<file path="src/rtl/pwr_toggle_monitor_pkg.sv">
// Shared types and helpers for the switching-activity monitors.
// Holds the monitor FSM encoding, default widths and saturating add.
package pwr_mon_pkg;

    localparam int NET_W_D = 16;
    localparam int CNT_W_D = 24;
    localparam int WIN_W_D = 16;

    typedef enum logic [1:0] {
        S_IDLE,
        S_PRIME,
        S_ACCUM,
        S_REPORT
    } mon_state_e;

    // Result is {overflow, clamped sum}; clamped never exceeds max.
    function automatic logic [32:0] sat_add(
        input logic [31:0] a,
        input logic [31:0] b,
        input logic [31:0] max
    );
        logic [32:0] sum;
        sum = {1'b0, a} + {1'b0, b};
        if (sum > {1'b0, max}) begin
            sat_add = {1'b1, max};
        end else begin
            sat_add = {1'b0, sum[31:0]};
        end
    endfunction

endpackage

</file>
<file path="src/rtl/pwr_toggle_monitor_if.sv">
// Sample stream, control and result port of the toggle monitor.
// master = harness side, slave = monitor side.
interface pwr_toggle_monitor_if #(
    parameter int NET_W = 16,
    parameter int CNT_W = 24,
    parameter int WIN_W = 16
) ();

    logic             start;
    logic [WIN_W-1:0] cfg_window;
    logic             in_valid;
    logic             in_ready;
    logic [NET_W-1:0] in_vec;
    logic             res_valid;
    logic             res_ready;
    logic [CNT_W-1:0] res_toggles;
    logic [CNT_W-1:0] res_out_toggles;
    logic             res_sat;
    logic             busy;

    modport master (
        output start,
        output cfg_window,
        output in_valid,
        output in_vec,
        output res_ready,
        input  in_ready,
        input  res_valid,
        input  res_toggles,
        input  res_out_toggles,
        input  res_sat,
        input  busy
    );

    modport slave (
        input  start,
        input  cfg_window,
        input  in_valid,
        input  in_vec,
        input  res_ready,
        output in_ready,
        output res_valid,
        output res_toggles,
        output res_out_toggles,
        output res_sat,
        output busy
    );

endinterface

</file>
<file path="src/rtl/pwr_toggle_monitor_popcount.sv">
// Combinational population count of a NET_W-bit vector.
// Shared by the activity monitors.
module pwr_popcount #(
    parameter int NET_W = 16,
    localparam int CW = $clog2(NET_W + 1)
) (
    input  logic [NET_W-1:0] vec,
    output logic [CW-1:0]    cnt
);

    always_comb begin
        cnt = '0;
        for (int i = 0; i < NET_W; i++) begin
            cnt = cnt + CW'(vec[i]);
        end
    end

endmodule

</file>
<file path="src/rtl/pwr_toggle_monitor.sv">
// Windowed toggle counter for sampled net vectors.
// Reports total and output-net switching activity per window.
module pwr_toggle_monitor
    import pwr_mon_pkg::*;
#(
    parameter int NET_W = NET_W_D,
    parameter int CNT_W = CNT_W_D,
    parameter int WIN_W = WIN_W_D
) (
    input logic clk,
    input logic rst_n,
    pwr_toggle_monitor_if.slave bus
);

    localparam int PC_W = $clog2(NET_W + 1);
    localparam logic [31:0] CNT_MAX =
        32'((64'd1 << CNT_W) - 64'd1);

    mon_state_e state_q;
    mon_state_e state_d;

    logic [WIN_W-1:0] win_q;
    logic [WIN_W-1:0] ivl_q;
    logic [NET_W-1:0] prev_q;
    logic [CNT_W-1:0] tot_q;
    logic [CNT_W-1:0] out_q;
    logic             sat_q;

    logic [NET_W-1:0] diff;
    logic [PC_W-1:0]  pop;
    logic [WIN_W:0]   ivl_inc;
    logic [32:0]      tot_sum;
    logic [32:0]      out_sum;
    logic             tot_ovf;
    logic             out_ovf;
    logic             rdy;
    logic             take;
    logic             win_zero;
    logic             last_ivl;

    logic do_clear;
    logic do_base;
    logic do_accum;

    assign rdy  = (state_q == S_PRIME) |
                  (state_q == S_ACCUM);
    assign take = bus.in_valid & rdy;
    assign diff = bus.in_vec ^ prev_q;

    pwr_popcount #(
        .NET_W(NET_W)
    ) u_pop (
        .vec(diff),
        .cnt(pop)
    );

    assign win_zero = (bus.cfg_window == '0);
    assign ivl_inc  = {1'b0, ivl_q} +
                      {{WIN_W{1'b0}}, 1'b1};
    assign last_ivl = (ivl_inc == {1'b0, win_q});

    assign tot_sum = sat_add(32'(tot_q),
                             32'(pop), CNT_MAX);
    assign out_sum = sat_add(32'(out_q),
                             32'(diff[0]), CNT_MAX);

    // Upper bits of a clamped sum are zero unless it overflowed.
    assign tot_ovf = |tot_sum[32:CNT_W];
    assign out_ovf = |out_sum[32:CNT_W];

    always_comb begin
        state_d  = state_q;
        do_clear = 1'b0;
        do_base  = 1'b0;
        do_accum = 1'b0;
        unique case (state_q)
            S_IDLE: begin
                if (bus.start) begin
                    do_clear = 1'b1;
                    state_d  = win_zero ? S_REPORT
                                        : S_PRIME;
                end
            end
            S_PRIME: begin
                if (take) begin
                    do_base = 1'b1;
                    state_d = S_ACCUM;
                end
            end
            S_ACCUM: begin
                if (take) begin
                    do_accum = 1'b1;
                    if (last_ivl) begin
                        state_d = S_REPORT;
                    end
                end
            end
            S_REPORT: begin
                if (bus.res_ready) begin
                    state_d = S_IDLE;
                end
            end
            default: state_d = S_IDLE;
        endcase
    end

    always_ff @(posedge clk or negedge rst_n) begin
        if (!rst_n) begin
            state_q <= S_IDLE;
            win_q   <= '0;
            ivl_q   <= '0;
            prev_q  <= '0;
            tot_q   <= '0;
            out_q   <= '0;
            sat_q   <= 1'b0;
        end else begin
            state_q <= state_d;
            if (do_clear) begin
                win_q <= bus.cfg_window;
                ivl_q <= '0;
                tot_q <= '0;
                out_q <= '0;
                sat_q <= 1'b0;
            end
            if (do_base) begin
                prev_q <= bus.in_vec;
            end
            if (do_accum) begin
                prev_q <= bus.in_vec;
                ivl_q  <= ivl_inc[WIN_W-1:0];
                tot_q  <= tot_sum[CNT_W-1:0];
                out_q  <= out_sum[CNT_W-1:0];
                sat_q  <= sat_q | tot_ovf | out_ovf;
            end
        end
    end

    assign bus.in_ready        = rdy;
    assign bus.res_valid       = (state_q == S_REPORT);
    assign bus.busy            = (state_q != S_IDLE);
    assign bus.res_toggles     = tot_q;
    assign bus.res_out_toggles = out_q;
    assign bus.res_sat         = sat_q;

endmodule

</file>
<file path="src/flat_wrapper.sv">
// flat-port wrapper written by rule: the top's interface ports become plain ports
module pwr_toggle_monitor_flat import pwr_mon_pkg::*;
#(
    parameter int NET_W = NET_W_D,
    parameter int CNT_W = CNT_W_D,
    parameter int WIN_W = WIN_W_D
)
  (clk, rst_n, bus_start, bus_cfg_window, bus_in_valid, bus_in_vec, bus_res_ready, bus_in_ready, bus_res_valid, bus_res_toggles, bus_res_out_toggles, bus_res_sat, bus_busy);
  pwr_toggle_monitor_if #(.NET_W(NET_W), .CNT_W(CNT_W), .WIN_W(WIN_W)) bus_i ();
  input logic clk;
  input logic rst_n;
  input wire logic [$bits(bus_i.start)-1:0] bus_start;
  input wire logic [$bits(bus_i.cfg_window)-1:0] bus_cfg_window;
  input wire logic [$bits(bus_i.in_valid)-1:0] bus_in_valid;
  input wire logic [$bits(bus_i.in_vec)-1:0] bus_in_vec;
  input wire logic [$bits(bus_i.res_ready)-1:0] bus_res_ready;
  output wire logic [$bits(bus_i.in_ready)-1:0] bus_in_ready;
  output wire logic [$bits(bus_i.res_valid)-1:0] bus_res_valid;
  output wire logic [$bits(bus_i.res_toggles)-1:0] bus_res_toggles;
  output wire logic [$bits(bus_i.res_out_toggles)-1:0] bus_res_out_toggles;
  output wire logic [$bits(bus_i.res_sat)-1:0] bus_res_sat;
  output wire logic [$bits(bus_i.busy)-1:0] bus_busy;
  assign bus_i.start = bus_start;
  assign bus_i.cfg_window = bus_cfg_window;
  assign bus_i.in_valid = bus_in_valid;
  assign bus_i.in_vec = bus_in_vec;
  assign bus_i.res_ready = bus_res_ready;
  assign bus_in_ready = bus_i.in_ready;
  assign bus_res_valid = bus_i.res_valid;
  assign bus_res_toggles = bus_i.res_toggles;
  assign bus_res_out_toggles = bus_i.res_out_toggles;
  assign bus_res_sat = bus_i.res_sat;
  assign bus_busy = bus_i.busy;
  pwr_toggle_monitor #(.NET_W(NET_W), .CNT_W(CNT_W), .WIN_W(WIN_W)) u_core (.clk(clk), .rst_n(rst_n), .bus(bus_i));
endmodule
</file>
<file path="config.mk">
export PLATFORM = sky130hd
export DESIGN_NAME = pwr_toggle_monitor_flat
export DESIGN_NICKNAME = d
export VERILOG_FILES = /design/src/rtl/pwr_toggle_monitor_pkg.sv /design/src/rtl/pwr_toggle_monitor_if.sv /design/src/rtl/pwr_toggle_monitor_popcount.sv /design/src/rtl/pwr_toggle_monitor.sv /design/src/flat_wrapper.sv
export SDC_FILE = /design/constraint.sdc
export NUM_CORES = 1
export LEC_CHECK = 0
export BUFFER_PORTS_ARGS = -buffer_cell sky130_fd_sc_hd__buf_4
export CAP_MARGIN = 0
export CORE_MARGIN = 1
export CORE_UTILIZATION = 58
export DETAILED_ROUTE_END_ITERATION = 7
export PLACE_DENSITY_LB_ADDON = 0.15
export SYNTH_ARGS = -nofsm -noshare
export SYNTH_HDL_FRONTEND = slang
export SYNTH_HIERARCHICAL = 1
export SYNTH_SLANG_ARGS = --single-unit
</file>
<file path="constraint.sdc">
create_clock -name clk -period 6 [get_ports clk]
set_input_delay 0.6 -clock clk [delete_from_list [all_inputs] [get_ports clk]]
set_output_delay 0.6 -clock clk [all_outputs]
set_load 0.005 [all_outputs]
</file>
==> impl_metrics.json, run 1 <==
{
  "ys_warn_count": 6,
  "grt_pass1_wl_um": 23900,
  "critPathMaxFanout": 11,
  "worstSetupStartpointType": "flop",
  "setup_viol": 0,
  "slew-limit-headroom_pct": 36.4,
  "syn_inst": 615,
  "post-route-period-util_pct": 92.9,
  "crit_required_ps": 6290,
  "avgViaCountPerCell": 6.09,
  "io_buffers": 88,
  "synth.top_cell.area_share_pct": 41.5,
  "regArea_um2": 2480,
  "yosysUniqueCellTypes": 58,
  "wirelength_um": 14500,
  "async_flop_share_pct": 100,
  "first_pass_iters": 5,
  "synth-seq-area-share_pct": 41.5,
  "syn-num-nets": 681,
  "cts.clk_slew.worst_paths_ps": 90,
  "slew_violations": 0,
  "outcome": "finished clean",
  "ctsHtreeMaxLevel": 3,
  "fin_nets": 761,
  "synth_edf_count": 0,
  "fin_crit_ps": 5580,
  "max_freq_mhz": 179,
  "insertion_delay_ps": 380,
  "grt_overflow": 0,
  "core_area_um2": 9860,
  "synth_area_leaders": "dfrtp_1, mux2_2, ha_1",
  "path_class": "reg2reg",
  "synth_top_flop_cell": "dfrtp_1",
  "root_buffer": "clkbuf_8",
  "die_x_um": 103,
  "drive_above_1_share_pct": 22.3,
  "die-area_um2": 10700,
  "synth_common_cells": "dfrtp_1, inv_1, a21oi_1, nor2_1, nand2_1",
  "end_kind": "flop",
  "multi_input_area_um2": 3220,
  "numCtsBuffers": 9,
  "fp.dieH_um": 103,
  "antenna_found_initial": 0,
  "path_common_cell": "fa_1",
  "synthMostInstantiatedCell": "dfrtp_1",
  "max_stage_delay_ps": 580,
  "tightest_slew_ps": 950,
  "cts_max_path_buffers": 2,
  "netlist_area_um2": 5970,
  "wl_per_cell_um": 17.4,
  "antenna_cells": 0,
  "timing.hold.worst.class": "in2async",
  "vias": 5070,
  "post_cts_buffers": 0,
  "slowest_stage": "fa_1",
  "arrival_ps": 5870,
  "syn_to_final_growth_pct": 16.4,
  "dp_hpwl_um": 10300,
  "synth_top_area_cell": "dfrtp_1",
  "grt_max_degree": 74,
  "synth_area_per_cell_um2": 9.71,
  "post_cts_resized": 0,
  "ctsHoldBuffers": 0,
  "ioPinCount": 89,
  "drt_iter0_markers": 279,
  "rsz0062_at_grt": "false",
  "final.setup.tns_ps": 0,
  "start_util_pct": 60.6,
  "clock_sink_count": 99,
  "core.rowCount": 36,
  "synth_seq_cells": 99,
  "gr-usage-all-layers_pct": 29.6,
  "hold_violations": 0,
  "skew_ps": 10.6,
  "drc_errors": 0,
  "detail-route-antenna-nets": 0,
  "path_cells": "xor2_1, inv_1, fa_1, fa_1, fa_1, fa_1, inv_1, ha_1, inv_1, fa_1, inv_1, inv_1, fa_1, nor2b_1, o21a_1, o21a_1, o211a_1, and2_1, nor2_1, a211oi_1",
  "regToRegSetupSlack_ps": 420,
  "cap_viol_max_count": 0,
  "cts_tree": "done",
  "fillers": 754,
  "grt_pass1_vias": 4993,
  "gp_congestion": 0.923
}
[worst paths after layout]
check                                          startpoint                                     end  cells past startpoint
setup / recovery             u_core/prev_q[0]$_DFFE_PN0P_  u_core/bus.res_toggles[14]$_DFFE_PN0P_                     20
min in group clk                           bus_in_vec[11]           u_core/prev_q[11]$_DFFE_PN0P_                      2
setup reg to reg             u_core/prev_q[0]$_DFFE_PN0P_  u_core/bus.res_toggles[14]$_DFFE_PN0P_                     20
hold reg to reg            u_core/bus.res_sat$_DFFE_PN0P_          u_core/bus.res_sat$_DFFE_PN0P_                      1
max in group asynchronous                           rst_n   u_core/bus.res_toggles[8]$_DFFE_PN0P_                      2
hold / removal                                      rst_n             u_core/ivl_q[5]$_DFFE_PN0P_                      1
[final cells by class]
cell class,count,share of cell area [%]
Clock buffer,13,2.28
Sequential cell,99,35.6
Multi-Input combinational cell,444,46.3
Timing Repair Buffer,95,10.3
Clock inverter,3,0.665
Tap cell,133,2.39
Inverter,46,2.48
[worst max-delay path, delay by kind of cell, from the launching register on]
family / cells / cell delay, ps
AOI/OAI and AO/OA: 4 / 940
xor gates and xnor gates: 1 / 240
adders and majority gates: 7 / 3090
buffers and inverters: 5 / 390
DFF: 1 / 400
and+or+nand+nor: 3 / 410
[cell usage in the layout, fill, tap and decap left out, types with 11 or more instances in the layout]
cell      instances
buf_4            95
a31oi_1          15
nand3_1          21
xnor2_1          17
nand2_1          33
dfrtp_1          99
nor3_1           19
xor2_1           22
a211oi_1         11
fa_1             11
ha_1             18
a311oi_1         11
a21oi_1          38
and3_1           14
clkbuf_8         11
inv_1            46
and2_1           15
nor2_1           37
mux2_2           32
o21ai_0          31
[logic make-up (layout without fill, tap and decap cells)]
logic type	after synthesis	after routing	synth area share [%]
adder cells (fa/ha/maj)	29	29	7.46
multiplexers	33	33	6.20
flip-flops	99	99	41.5
AO/OA/AOI/OAI	157	157	17.5
AND/OR/NAND/NOR	186	186	17.0
buffers and inverters	72	157	4.65
XOR/XNOR	39	39	5.72
[metrics by stage]
stage | util (%) | std cells | setup slack [ps] | hold slack, ps | cell area [um^2]
6_report | 70.5 | 833 | 425 | 123 | 6960
2_1_floorplan | - | 615 | 665 | 304 | 5970
3_3_place_gp | 68.4 | 817 | 375 | 474 | 6750
5_1_grt | 70.5 | 833 | 60.5 | 129 | 6960
3_5_place_dp | 68.4 | 817 | 227 | 467 | 6750
4_1_cts | 70.5 | 833 | 474 | 111 | 6960
[registers in the layout (all words and copies together), names as in the netlist]
register / flops
u_core/bus.res_out_toggles: 24
u_core/bus.res_sat: 1
u_core/bus.res_toggles: 24
u_core/ivl_q: 16
u_core/prev_q: 16
u_core/state_q: 2
u_core/win_q: 16
[metal layers]
layer | GRT usage, % | wire, um | part of all wire [%] | vias to the layer above
met2 | 50.3 | 7380 | 51 | 167
li1 | - | - | - | 2399
met4 | 10.7 | 269 | 1.9 | 0
met3 | 7.12 | 878 | 6.1 | 29
met1 | 36.7 | 5980 | 41 | 2475
met5 | 0 | 0 | 0 | -
Power of run 1 is not shown: default switching activity piles up to over one toggle a cycle in this logic, so the estimate is an artifact.
==> run 2, diff against run 1 <==
--- a/config.mk
+++ b/config.mk
@@ -10,7 +10,7 @@
 export CORE_MARGIN = 1
 export CORE_UTILIZATION = 58
 export DETAILED_ROUTE_END_ITERATION = 7
-export PLACE_DENSITY_LB_ADDON = 0.15
+export PLACE_DENSITY = 0.87
 export SYNTH_ARGS = -nofsm -noshare
 export SYNTH_HDL_FRONTEND = slang
 export SYNTH_HIERARCHICAL = 1
==> impl_metrics.json, run 2 (synthesis gave the netlist of run 1 again) <==
{
  "outcome": "finished clean",
  "cts.clk_slew.worst_paths_ps": 100,
  "utilization_pct": 70.1,
  "ioPinCount": 89,
  "start_util_pct": 60.6,
  "post-route-period-util_pct": 90.7,
  "ctsHtreeMaxLevel": 3,
  "mostFrequentLayoutCell": "dfrtp_1",
  "end_kind": "flop",
  "ctsHoldBuffers": 0,
  "max_freq_mhz": 184,
  "post_cts_resized": 0,
  "vias": 5180,
  "avgViaCountPerCell": 6.24,
  "tightest_slew_ps": 1300,
  "numCtsBuffers": 9,
  "antenna_cells": 0,
  "post_cts_buffers": 0,
  "p_leak_nw": 3.17,
  "fin_nets": 759,
  "clock_sink_count": 99,
  "skew_ps": 11.4,
  "timing.hold.worst.class": "in2async",
  "drt_iter0_markers": 258,
  "antenna_found_initial": 0,
  "critPathMaxFanout": 11,
  "detail-route-antenna-nets": 0,
  "final_cell_mix": "dfrtp_1, buf_4, inv_1",
  "wl_per_cell_um": 17.7,
  "slew_violations": 0,
  "slew-limit-headroom_pct": 13.1,
  "die_x_um": 103,
  "drive_above_1_share_pct": 22.2,
  "fp.dieH_um": 103,
  "gr-usage-all-layers_pct": 30.2,
  "fin_crit_ps": 5440,
  "gp_congestion": 0.895,
  "insertion_delay_ps": 390,
  "drc_errors": 0,
  "worstSetupStartpointType": "flop",
  "dp_hpwl_um": 10300,
  "hold_violations": 0,
  "core.rowCount": 36,
  "power_density_nw_per_um2": 723,
  "syn_to_final_growth_pct": 15.7,
  "grt_pass1_vias": 5112,
  "final.setup.tns_ps": 0,
  "ir_drop_uv": 853,
  "place_ws_ps": 268,
  "first_pass_iters": 4,
  "path_class": "reg2reg",
  "grt_max_degree": 55,
  "cts_tree": "done",
  "setup_ws_ps": 559,
  "arrival_ps": 5740,
  "cap_viol_max_count": 0,
  "crit_required_ps": 6300,
  "rsz0062_at_grt": "false",
  "setup_viol": 0,
  "io_buffers": 88,
  "die-area_um2": 10700,
  "root_buffer": "clkbuf_8",
  "cts_max_path_buffers": 2,
  "core_area_um2": 9860,
  "grt_overflow": 0,
  "wirelength_um": 14700,
  "grt_pass1_wl_um": 24600
}
==> run 2: changes by cell type in the layout (fill, tap and decap cells not counted) <==
cell and delta:
bufinv_16 -1, buf_4 -2, inv_6 +1, clkinv_2 +1
clkbuf_8 -1, clkinv_4 +1, clkbuf_1 -2
==> run 2: final cells by class <==
| type | instances | area [um^2] |
|---|---|---|
| clock buffers | 10 | 138 |
| repair buffers | 93 | 698 |
| multi-input cells | 444 | 3220 |
| flip-flops and latches | 99 | 2480 |
| fillers | 769 | 2950 |
| clock inverters | 5 | 38.8 |
| inverters | 46 | 173 |
| well taps | 133 | 166 |
==> run 2: path summary, 6_finish.rpt <==
path	from	end	slack, ps	depth (start not counted)
hold / removal	rst_n	u_core/win_q[8]$_DFFE_PN0P_	200	1
setup reg to reg	u_core/prev_q[0]$_DFFE_PN0P_	u_core/bus.res_toggles[16]$_DFFE_PN0P_	560	20
min in group clk	bus_cfg_window[6]	u_core/win_q[6]$_DFFE_PN0P_	450	2
hold reg to reg	u_core/bus.res_sat$_DFFE_PN0P_	u_core/bus.res_sat$_DFFE_PN0P_	500	1
max in group asynchronous	rst_n	u_core/ivl_q[1]$_DFFE_PN0P_	4690	2
setup / recovery	u_core/prev_q[0]$_DFFE_PN0P_	u_core/bus.res_toggles[16]$_DFFE_PN0P_	560	20
==> run 2: metrics by stage <==
| step | hold slack, ps | instances | total power, mW | instance area (um^2) |
|---|---|---|---|---|
| floorplan | 304 | 615 | 3.88 | 5970 |
| global placement | 471 | 815 | 4.46 | 6740 |
| detailed placement | 477 | 815 | 4.63 | 6740 |
| CTS | 220 | 830 | 5.05 | 6910 |
| global route | 232 | 830 | 5.68 | 6910 |
| finish | 205 | 830 | 5.00 | 6910 |
==> run 2: worst max-delay path: stages (launching register included) <==
cell and delay, ps:
dfrtp_1 400, xor2_1 230, inv_1 90, fa_1 560
fa_1 450, fa_1 480, fa_1 490, inv_1 50
ha_1 180, inv_1 70, fa_1 400, inv_1 90
inv_1 50, fa_1 430, nor2b_1 130, o21a_1 130
o21a_1 210, o211a_1 380, and2_1 230, a21oi_1 90
a211oi_1 210
==> run 2: report_power, final <==
part           internal [mW]  leakage (nW)  switching (mW)  total [mW]
registers              0.821          1.30           0.136       0.957
logic                   1.77          1.78            1.87        3.64
clock network          0.162        0.0887           0.245       0.407
==> run 2: layer usage <==
layer  track usage [%]  wire length [um]  up-vias
met4              11.4               345        0
met3              7.66               997       44
li1                  -                 -     2398
met1              39.0              6090     2549
met2              49.1              7270      189
met5                 0                 0        -
(Power assumes the default switching activity.)
